<file path="src/rtl/alu_arbiter.sv">
// alu_arbiter: two requesters share one combinational ALU. Each operation
// is granted in IDLE, executed in EXEC and held as a response in RESP
// until the consumer takes it.
//
// Build option: define ALU_ARB_FIXED_PRIO_EN for fixed priority, where
// requester 0 always beats requester 1. Without it, arbitration is
// round-robin, tracked by a one-bit last_grant register.
module alu_arbiter #(
    parameter int WIDTH = 16
) (
    input  logic             clk,
    input  logic             reset,
    input  logic             req0_valid,
    input  logic             req1_valid,
    output logic             req0_ready,
    output logic             req1_ready,
    input  logic [WIDTH-1:0] req0_a,
    input  logic [WIDTH-1:0] req0_b,
    input  logic [WIDTH-1:0] req1_a,
    input  logic [WIDTH-1:0] req1_b,
    input  logic [2:0]       req0_op,
    input  logic [2:0]       req1_op,
    output logic [WIDTH-1:0] alu_a,
    output logic [WIDTH-1:0] alu_b,
    output logic [2:0]       alu_control,
    input  logic [WIDTH-1:0] alu_result,
    input  logic             alu_zero,
    output logic             rsp_valid,
    input  logic             rsp_ready,
    output logic             rsp_id,
    output logic [WIDTH-1:0] rsp_result,
    output logic             rsp_zero
);

    typedef enum logic [1:0] {
        IDLE = 2'd0,
        EXEC = 2'd1,
        RESP = 2'd2
    } state_t;

    state_t state_reg, state_next;

    // Requester inputs gathered into arrays so the winner can be selected by index.
    logic [1:0]       req_valid;
    logic [WIDTH-1:0] req_a  [2];
    logic [WIDTH-1:0] req_b  [2];
    logic [2:0]       req_op [2];

    assign req_valid = {req1_valid, req0_valid};
    assign req_a[0]  = req0_a;
    assign req_a[1]  = req1_a;
    assign req_b[0]  = req0_b;
    assign req_b[1]  = req1_b;
    assign req_op[0] = req0_op;
    assign req_op[1] = req1_op;

    // The latched operation and the response registers.
    logic [WIDTH-1:0] a_reg, b_reg;
    logic [2:0]       op_reg;
    logic             id_reg;
    logic [WIDTH-1:0] rsp_result_reg;
    logic             rsp_zero_reg;
    logic             rsp_id_reg;

    logic       grant_id;
    logic       grant_any;
    logic [1:0] grant;

`ifdef ALU_ARB_FIXED_PRIO_EN
    // Fixed priority: requester 0 wins whenever it is valid.
    always_comb begin
        grant_id = req_valid[0] ? 1'b0 : 1'b1;
    end
`else
    logic last_grant_reg;

    // Round-robin: on a tie, the requester that was not granted last time wins.
    // A lone requester always wins.
    always_comb begin
        if (&req_valid) begin
            grant_id = ~last_grant_reg;
        end else begin
            grant_id = req_valid[0] ? 1'b0 : 1'b1;
        end
    end

    // Remember the most recent winner. Reset to 1 so requester 0 wins the first tie.
    always_ff @(posedge clk or posedge reset) begin
        if (reset) begin
            last_grant_reg <= 1'b1;
        end else if (grant_any) begin
            last_grant_reg <= grant_id;
        end
    end
`endif

    // Grants are only given in IDLE, and never while reset is held.
    assign grant_any = (|req_valid) && (state_reg == IDLE) && !reset;

    // Decode the one-hot ready pulse, so at most one requester sees ready.
    generate
        for (genvar gi = 0; gi < 2; gi++) begin : g_grant
            assign grant[gi] = grant_any && (grant_id == 1'(gi));
        end
    endgenerate

    assign req0_ready = grant[0];
    assign req1_ready = grant[1];

    // State register. Reset abandons any operation that is in flight.
    always_ff @(posedge clk or posedge reset) begin
        if (reset) begin
            state_reg <= IDLE;
        end else begin
            state_reg <= state_next;
        end
    end

    // Next state: one grant, one execute cycle, then hold until the consumer accepts.
    always_comb begin
        state_next = state_reg;
        case (state_reg)
            IDLE:    if (grant_any) state_next = EXEC;
            EXEC:    state_next = RESP;
            RESP:    if (rsp_ready) state_next = IDLE;
            default: state_next = IDLE;
        endcase
    end

    // Latch the winner's operation at grant time. Capture the ALU output at the end of EXEC.
    always_ff @(posedge clk or posedge reset) begin
        if (reset) begin
            a_reg          <= '0;
            b_reg          <= '0;
            op_reg         <= 3'b000;
            id_reg         <= 1'b0;
            rsp_result_reg <= '0;
            rsp_zero_reg   <= 1'b0;
            rsp_id_reg     <= 1'b0;
        end else begin
            if (grant_any) begin
                a_reg  <= req_a[grant_id];
                b_reg  <= req_b[grant_id];
                op_reg <= req_op[grant_id];
                id_reg <= grant_id;
            end
            if (state_reg == EXEC) begin
                rsp_result_reg <= alu_result;
                rsp_zero_reg   <= alu_zero;
                rsp_id_reg     <= id_reg;
            end
        end
    end

    // The operands always come from the latch. The function select is parked
    // at add (000) outside EXEC. Unused encodings pass through untouched.
    assign alu_a       = a_reg;
    assign alu_b       = b_reg;
    assign alu_control = (state_reg == EXEC) ? op_reg : 3'b000;

    assign rsp_valid  = (state_reg == RESP);
    assign rsp_id     = rsp_id_reg;
    assign rsp_result = rsp_result_reg;
    assign rsp_zero   = rsp_zero_reg;

endmodule

</file>
<file path="config.mk">
export PLATFORM = sky130hd
export DESIGN_NAME = alu_arbiter
export DESIGN_NICKNAME = d
export VERILOG_FILES = /design/src/rtl/alu_arbiter.sv
export SDC_FILE = /design/constraint.sdc
export NUM_CORES = 1
export LEC_CHECK = 0
export ABC_AREA = 0
export CAP_MARGIN = 20
export CORE_ASPECT_RATIO = 0.7
export CORE_MARGIN = 10
export CORE_UTILIZATION = 33
export CTS_CLUSTER_DIAMETER = 150
export CTS_CLUSTER_SIZE = 24
export DETAILED_ROUTE_END_ITERATION = 16
export PLACE_DENSITY = 0.68
export SYNTH_ARGS = -nofsm -noshare
export SYNTH_HDL_FRONTEND = slang
export SYNTH_SLANG_ARGS = --single-unit
export TNS_END_PERCENT = 30
</file>
<file path="constraint.sdc">
create_clock -name clk -period 4.6 [get_ports clk]
set_clock_uncertainty 0.15 [all_clocks]
set_input_delay 0.92 -clock clk [delete_from_list [all_inputs] [get_ports clk]]
set_output_delay 0.92 -clock clk [all_outputs]
set_load 0.005 [all_outputs]
</file>
==> results of run 1 <==
## cells by family (layout without fill, tap and decap cells)
kind of cell / after synthesis / in the layout / share of synthesized area
buf+inv: 28 / 176 / 0.0669
simple gates: 81 / 81 / 0.192
flops: 57 / 57 / 0.527
compound gates: 39 / 39 / 0.140
mux: 18 / 18 / 0.0748
## layer usage
metal	share of wire	track usage	vias to the layer above
met5	0	0	-
met4	0.0063	0.0364	0
li1	-	-	1102
met1	0.44	0.173	1128
met2	0.45	0.220	95
met3	0.10	0.0741	6
## through the flow
step	worst slack [ns]	hold WS (ns)	std cells	util
finish	1.09	0.339	472	0.566
floorplan	1.88	0.310	223	-
global placement	1.12	0.331	457	0.531
CTS	1.07	0.342	472	0.566
global route	0.999	0.358	472	0.566
detailed placement	1.09	0.331	457	0.531
## path summary, 6_finish.rpt
path	to	slack, ns	startpoint	depth (start not counted)
setup reg to reg	alu_a[11]$_DFFE_PP0P_	2.58	state_reg[0]$_DFFE_PP0P_	3
hold reg to reg	id_reg$_DFFE_PP0P_	0.34	id_reg$_DFFE_PP0P_	1
min in group asynchronous	state_reg[1]$_DFFE_PP0P_	1.01	reset	2
hold / removal	id_reg$_DFFE_PP0P_	0.34	id_reg$_DFFE_PP0P_	1
max in group asynchronous	last_grant_reg$_DFFE_PP1P_	2.45	reset	3
setup / recovery	req1_ready	1.09	req0_valid	5
## layout by cell type, fill, tap and decap left out
cell type / synthesis / layout
nand2_1: 36 / 36
mux2_2: 18 / 18
clkbuf_16: 0 / 9
inv_1: 7 / 6
or3_2: 0 / 1
nor3_1: 5 / 5
inv_2: 0 / 1
o21ai_0: 1 / 1
nor2b_4: 0 / 1
clkbuf_1: 3 / 2
o21ai_2: 1 / 1
nor2_1: 3 / 3
dfrtp_1: 56 / 56
dfstp_2: 1 / 1
clkdlybuf4s50_1: 0 / 147
nand3b_1: 1 / 1
a221o_1: 35 / 35
nand2b_1: 2 / 2
and3_1: 1 / 1
nor3_2: 31 / 31
buf_4: 1 / 7
bufinv_16: 0 / 1
clkinv_2: 0 / 3
o21a_1: 2 / 2
## worst max-delay path, cell delays in order
cell and delay, ns:
clkdlybuf4s50_1 0.48, buf_4 0.25, nand2_1 0.08, and3_1 0.23, clkdlybuf4s50_1 0.47
## power by group through the flow
stage	clock (mW)	combinational (mW)	sequential, mW
2_1_floorplan	0	0.403	0.881
3_3_place_gp	0	1.01	0.869
3_5_place_dp	0	1.03	0.874
4_1_cts	0.640	1.03	0.874
5_1_grt	0.660	1.09	0.905
6_report	0.624	1.00	0.872
## area by class of cell
type                            instances  area share
Clock buffer                           11      0.0518
Sequential cell                        57       0.318
Tap cell                              101      0.0281
Clock inverter                          4      0.0100
Inverter                                7     0.00585
Timing Repair Buffer                  154       0.339
Multi-Input combinational cell        138       0.247
==> results.sh, run 1 <==
export IMPL_multiInputGateArea_sq_um=1110
export IMPL_synth_edf_count=0
export IMPL_cp_required_ns=3.53
export IMPL_grt_max_degree=40
export IMPL_grt_use_total=0.143
export IMPL_num_rows=27
export IMPL_n_fill_cell=685
export IMPL_die_x_um=128
export IMPL_leakage_nw=1.84
export IMPL_netlist_top_cells_area="dfrtp_1 (52%), a221o_1 (13%), nor3_2 (11%), mux2_2 (7.5%), nand2_1 (5.0%)"
export IMPL_syn_avg_cell_area_sq_um=12.2
export IMPL_clock_sinks=57
export IMPL_grt_setup_unrepaired="no"
export IMPL_cts_tree="yes"
export IMPL_synth_most_common_cell="dfrtp_1"
export IMPL_power_mw=2.50
export IMPL_crit_arrival_ns=2.44
export IMPL_place_area_sq_um=4220
export IMPL_cts_resized=0
export IMPL_syn_inst=223
export IMPL_drc=0
export IMPL_routabilityCongestion=0.697
export IMPL_post_cts_buffers=0
export IMPL_finalSetupTns_ns=0
export IMPL_irDropWorstVdd_v=0.000376
export IMPL_worstPathMaxFanout=21
export IMPL_synth_nets=315
export IMPL_hp_class="register to register"
export IMPL_cts_root_buf="clkbuf_16"
export IMPL_synth_area_sq_um=2710
export IMPL_maxCapViolations=0
export IMPL_drtIter0Drc=92
export IMPL_numCtsBuffers=9
export IMPL_p_sw_uw=691
export IMPL_fmaxAchievable_mhz=285
export IMPL_hold_buffers=0
export IMPL_finalSetupViolCount=0
export IMPL_fp_coreArea_sq_um=7940
export IMPL_max_slew_margin=0.342
export IMPL_grt_pass1_wl_um=13900
export IMPL_synthArstFlopShare=1.00
export IMPL_cp_start_kind="primary input"
export IMPL_yosysSeqAreaShare=0.527
export IMPL_fin_crit_sh=0.763
export IMPL_area_growth_pct=65.7
export IMPL_wire_per_inst_um=18.6
export IMPL_ys_flop_type="dfrtp_1"
export IMPL_overflow=0
export IMPL_ys_warnings_count=0
export IMPL_dieArea_sq_um=12300
export IMPL_final_antenna_net_count=0
export IMPL_p_sw_frac=0.277
export IMPL_p_comb_frac=0.402
export IMPL_status="finished clean"
export IMPL_endpoint_kind="output port"
export IMPL_p_per_area_nw_per_um2=556
export IMPL_final_max_slew_viol_count=0
export IMPL_initial_core_util=0.342
export IMPL_stdcell_area_sq_um=4490
export IMPL_diodes=0
export IMPL_p_seq_frac=0.349
export IMPL_drt_total_wl_um=8780
export IMPL_clkSlewWorstSetupHoldPaths_ns=0.05
export IMPL_drive_gt1_frac=0.199
export IMPL_synth_top_area_cell="dfrtp_1"
export IMPL_power_frac_clock=0.250
export IMPL_firstDrtPassIters=4
export IMPL_clk_latency_ns=0.32
export IMPL_netlist_cell_type_count=22
export IMPL_yosys_area_top_type_share=0.517
export IMPL_regArea_sq_um=1430
export IMPL_ys_ff_latch=57
export IMPL_die_h_um=95.8
export IMPL_via_count=2331
export IMPL_internal_power_mw=1.81
export IMPL_via_per_inst=4.94
export IMPL_worst_slew_pin_slew_ns=0.986
export IMPL_antenna_found_initial=0
export IMPL_synth_common_cells="dfrtp_1 (56), nand2_1 (36), a221o_1 (35)"
export IMPL_first_global_vias=2540
export IMPL_criticalPathCategory="primary input to output port"
export IMPL_port_buffers=147
export IMPL_finalHoldViolations=0
export IMPL_dpl_hpwl_um=6540
export IMPL_boundaryPins=148
export IMPL_period_needed_ns=3.51
export IMPL_fin_nets=459
export IMPL_clockBufferDepth=2
export IMPL_htree_levels=3
Power figures use the tool's default switching activity.
==> run 2: changes to the inputs <==
--- a/config.mk
+++ b/config.mk
@@ -13,7 +13,7 @@
 export CTS_CLUSTER_DIAMETER = 150
 export CTS_CLUSTER_SIZE = 24
 export DETAILED_ROUTE_END_ITERATION = 16
-export PLACE_DENSITY = 0.68
+export PLACE_DENSITY = 0.71
 export SYNTH_ARGS = -nofsm -noshare
 export SYNTH_HDL_FRONTEND = slang
 export SYNTH_SLANG_ARGS = --single-unit
==> constraint.sdc (replaced) <==
create_clock -name clk -period 2.85 [get_ports clk]
set_clock_uncertainty 0.15 [all_clocks]
set_input_delay 0.57 -clock clk [delete_from_list [all_inputs] [get_ports clk]]
set_output_delay 0.57 -clock clk [all_outputs]
set_load 0.005 [all_outputs]
==> run 2 against run 1 <==
Total power up 69%. Largest cell class unchanged. Via count up 2.4%. Critical endpoint unchanged. Die area unchanged.
==> results.sh, run 2 (synthesized netlist as in run 1, its figures left out) <==
export IMPL_status="finished clean"
export IMPL_die_x_um=128
export IMPL_hp_class="register to register"
export IMPL_worstPathMaxFanout=3
export IMPL_post_cts_buffers=0
export IMPL_grt_setup_unrepaired="no"
export IMPL_drive_gt1_frac=0.209
export IMPL_endpoint_kind="output port"
export IMPL_grt_pass1_wl_um=14600
export IMPL_cts_tree="yes"
export IMPL_overflow=0
export IMPL_hold_buffers=0
export IMPL_leakage_nw=1.88
export IMPL_p_sw_mw=1.15
export IMPL_period_needed_ns=2.79
export IMPL_p_seq_frac=0.336
export IMPL_diodes=0
export IMPL_p_comb_frac=0.389
export IMPL_met1_usage=0.181
export IMPL_criticalPathCategory="primary input to output port"
export IMPL_fmaxAchievable_mhz=359
export IMPL_htree_levels=3
export IMPL_antenna_found_initial=0
export IMPL_firstDrtPassIters=4
export IMPL_first_global_vias=2595
export IMPL_max_slew_margin=0.614
export IMPL_cp_required_ns=2.13
export IMPL_cts_root_buf="clkbuf_16"
export IMPL_drc=0
export IMPL_dieArea_sq_um=12300
export IMPL_via_count=2386
export IMPL_cts_resized=0
export IMPL_fp_coreArea_sq_um=7940
export IMPL_cp_start_kind="primary input"
export IMPL_finalHoldViolations=0
export IMPL_p_sw_frac=0.272
export IMPL_die_h_um=95.8
export IMPL_worst_slew_pin_slew_ns=0.580
export IMPL_gr_max_usage_layer="met2"
export IMPL_n_fill_cell=675
export IMPL_finalSetupTns_ns=0
export IMPL_crit_arrival_ns=2.07
export IMPL_fin_nets=461
export IMPL_p_per_area_nw_per_um2=922
export IMPL_layout_commonest_cell="clkdlybuf4s50_1"
export IMPL_clock_sinks=57
export IMPL_routabilityCongestion=0.748
export IMPL_grt_max_degree=37
export IMPL_clockBufferDepth=2
export IMPL_clkSlewWorstSetupHoldPaths_ns=0.05
export IMPL_use_met3=0.0780
export IMPL_area_growth_pct=69.2
export IMPL_layout_common_cells="clkdlybuf4s50_1 (147), dfrtp_1 (56), nand2_1 (36)"
export IMPL_final_antenna_net_count=0
export IMPL_grtUsageMet2=0.233
export IMPL_irDropWorstVdd_v=0.000493
export IMPL_via_per_inst=5.02
export IMPL_final_core_util=0.578
export IMPL_initial_core_util=0.342
export IMPL_power_frac_clock=0.275
export IMPL_boundaryPins=148
export IMPL_wire_per_inst_um=19.4
export IMPL_dpl_hpwl_um=6870
export IMPL_drtIter0Drc=141
export IMPL_drt_total_wl_um=9190
export IMPL_fin_crit_sh=0.978
export IMPL_numCtsBuffers=9
export IMPL_internal_power_mw=3.08
export IMPL_maxCapViolations=0
export IMPL_grt_use_total=0.150
export IMPL_finalSetupViolCount=0
export IMPL_port_buffers=147
export IMPL_power_mw=4.23
export IMPL_place_area_sq_um=4260
export IMPL_final_max_slew_viol_count=0
export IMPL_stdcell_area_sq_um=4590
export IMPL_clk_latency_ns=0.31
export IMPL_num_rows=27
[run 2: cell count changes in the layout (fill, tap and decap cells not counted)]
| cell | change |
|---|---|
| clkinv_2 | -3 |
| clkbuf_8 | +2 |
| buf_12 | +2 |
| clkbuf_1 | -1 |
| bufinv_16 | +1 |
| clkinvlp_4 | +2 |
[run 2: layer usage]
metal	wire length, um	vias to the layer above
met1	3890	1174
met5	0	-
met3	991	5
li1	-	1115
met4	46	0
met2	4260	92
[run 2: final timing paths]
| check | slack, ns | end | from | cells past startpoint |
|---|---|---|---|---|
| min in group asynchronous | 0.53 | rsp_result[12]$_DFFE_PP0N_ | reset | 2 |
| max | 0.06 | req1_ready | reset | 4 |
| min | 0.34 | id_reg$_DFFE_PP0P_ | id_reg$_DFFE_PP0P_ | 1 |
| max in group asynchronous | 1.46 | rsp_result[7]$_DFFE_PP0N_ | reset | 3 |
| max reg2reg | 1.03 | alu_a[12]$_DFFE_PP0P_ | state_reg[0]$_DFFE_PP0P_ | 4 |
| min reg2reg | 0.34 | id_reg$_DFFE_PP0P_ | id_reg$_DFFE_PP0P_ | 1 |
[run 2: worst max-delay path, cell delays in order]
cell	delay, ns
clkdlybuf4s50_1	0.46
nor3_2	0.22
and3_1	0.28
clkdlybuf4s50_1	0.53
[run 2: metrics by stage]
stage | setup slack, ns | instances | hold WS [ns]
3_5_place_dp | 0.0984 | 459 | 0.334
5_1_grt | 0.0197 | 475 | 0.368
2_1_floorplan | 0.732 | 223 | 0.310
6_report | 0.0619 | 475 | 0.341
4_1_cts | 0.0778 | 475 | 0.344
3_3_place_gp | 0.0913 | 459 | 0.338
[run 2: area by class of cell]
| type | count | area [sq um] | area share |
|---|---|---|---|
| well taps | 101 | 126 | 0.0276 |
| clock buffers | 12 | 256 | 0.0559 |
| repair buffers | 156 | 1560 | 0.341 |
| inverters | 7 | 26.3 | 0.00573 |
| clock inverters | 4 | 75.1 | 0.0164 |
| multi-input cells | 138 | 1110 | 0.242 |
| flip-flops and latches | 57 | 1430 | 0.311 |
[run 2: power groups by stage]
stage,clock (mW),combinational (mW),sequential [mW]
floorplan,0,0.650,1.42
global placement,0,1.65,1.41
detailed placement,0,1.68,1.42
finish,1.16,1.65,1.42
global route,1.24,1.78,1.47
CTS,1.20,1.68,1.42
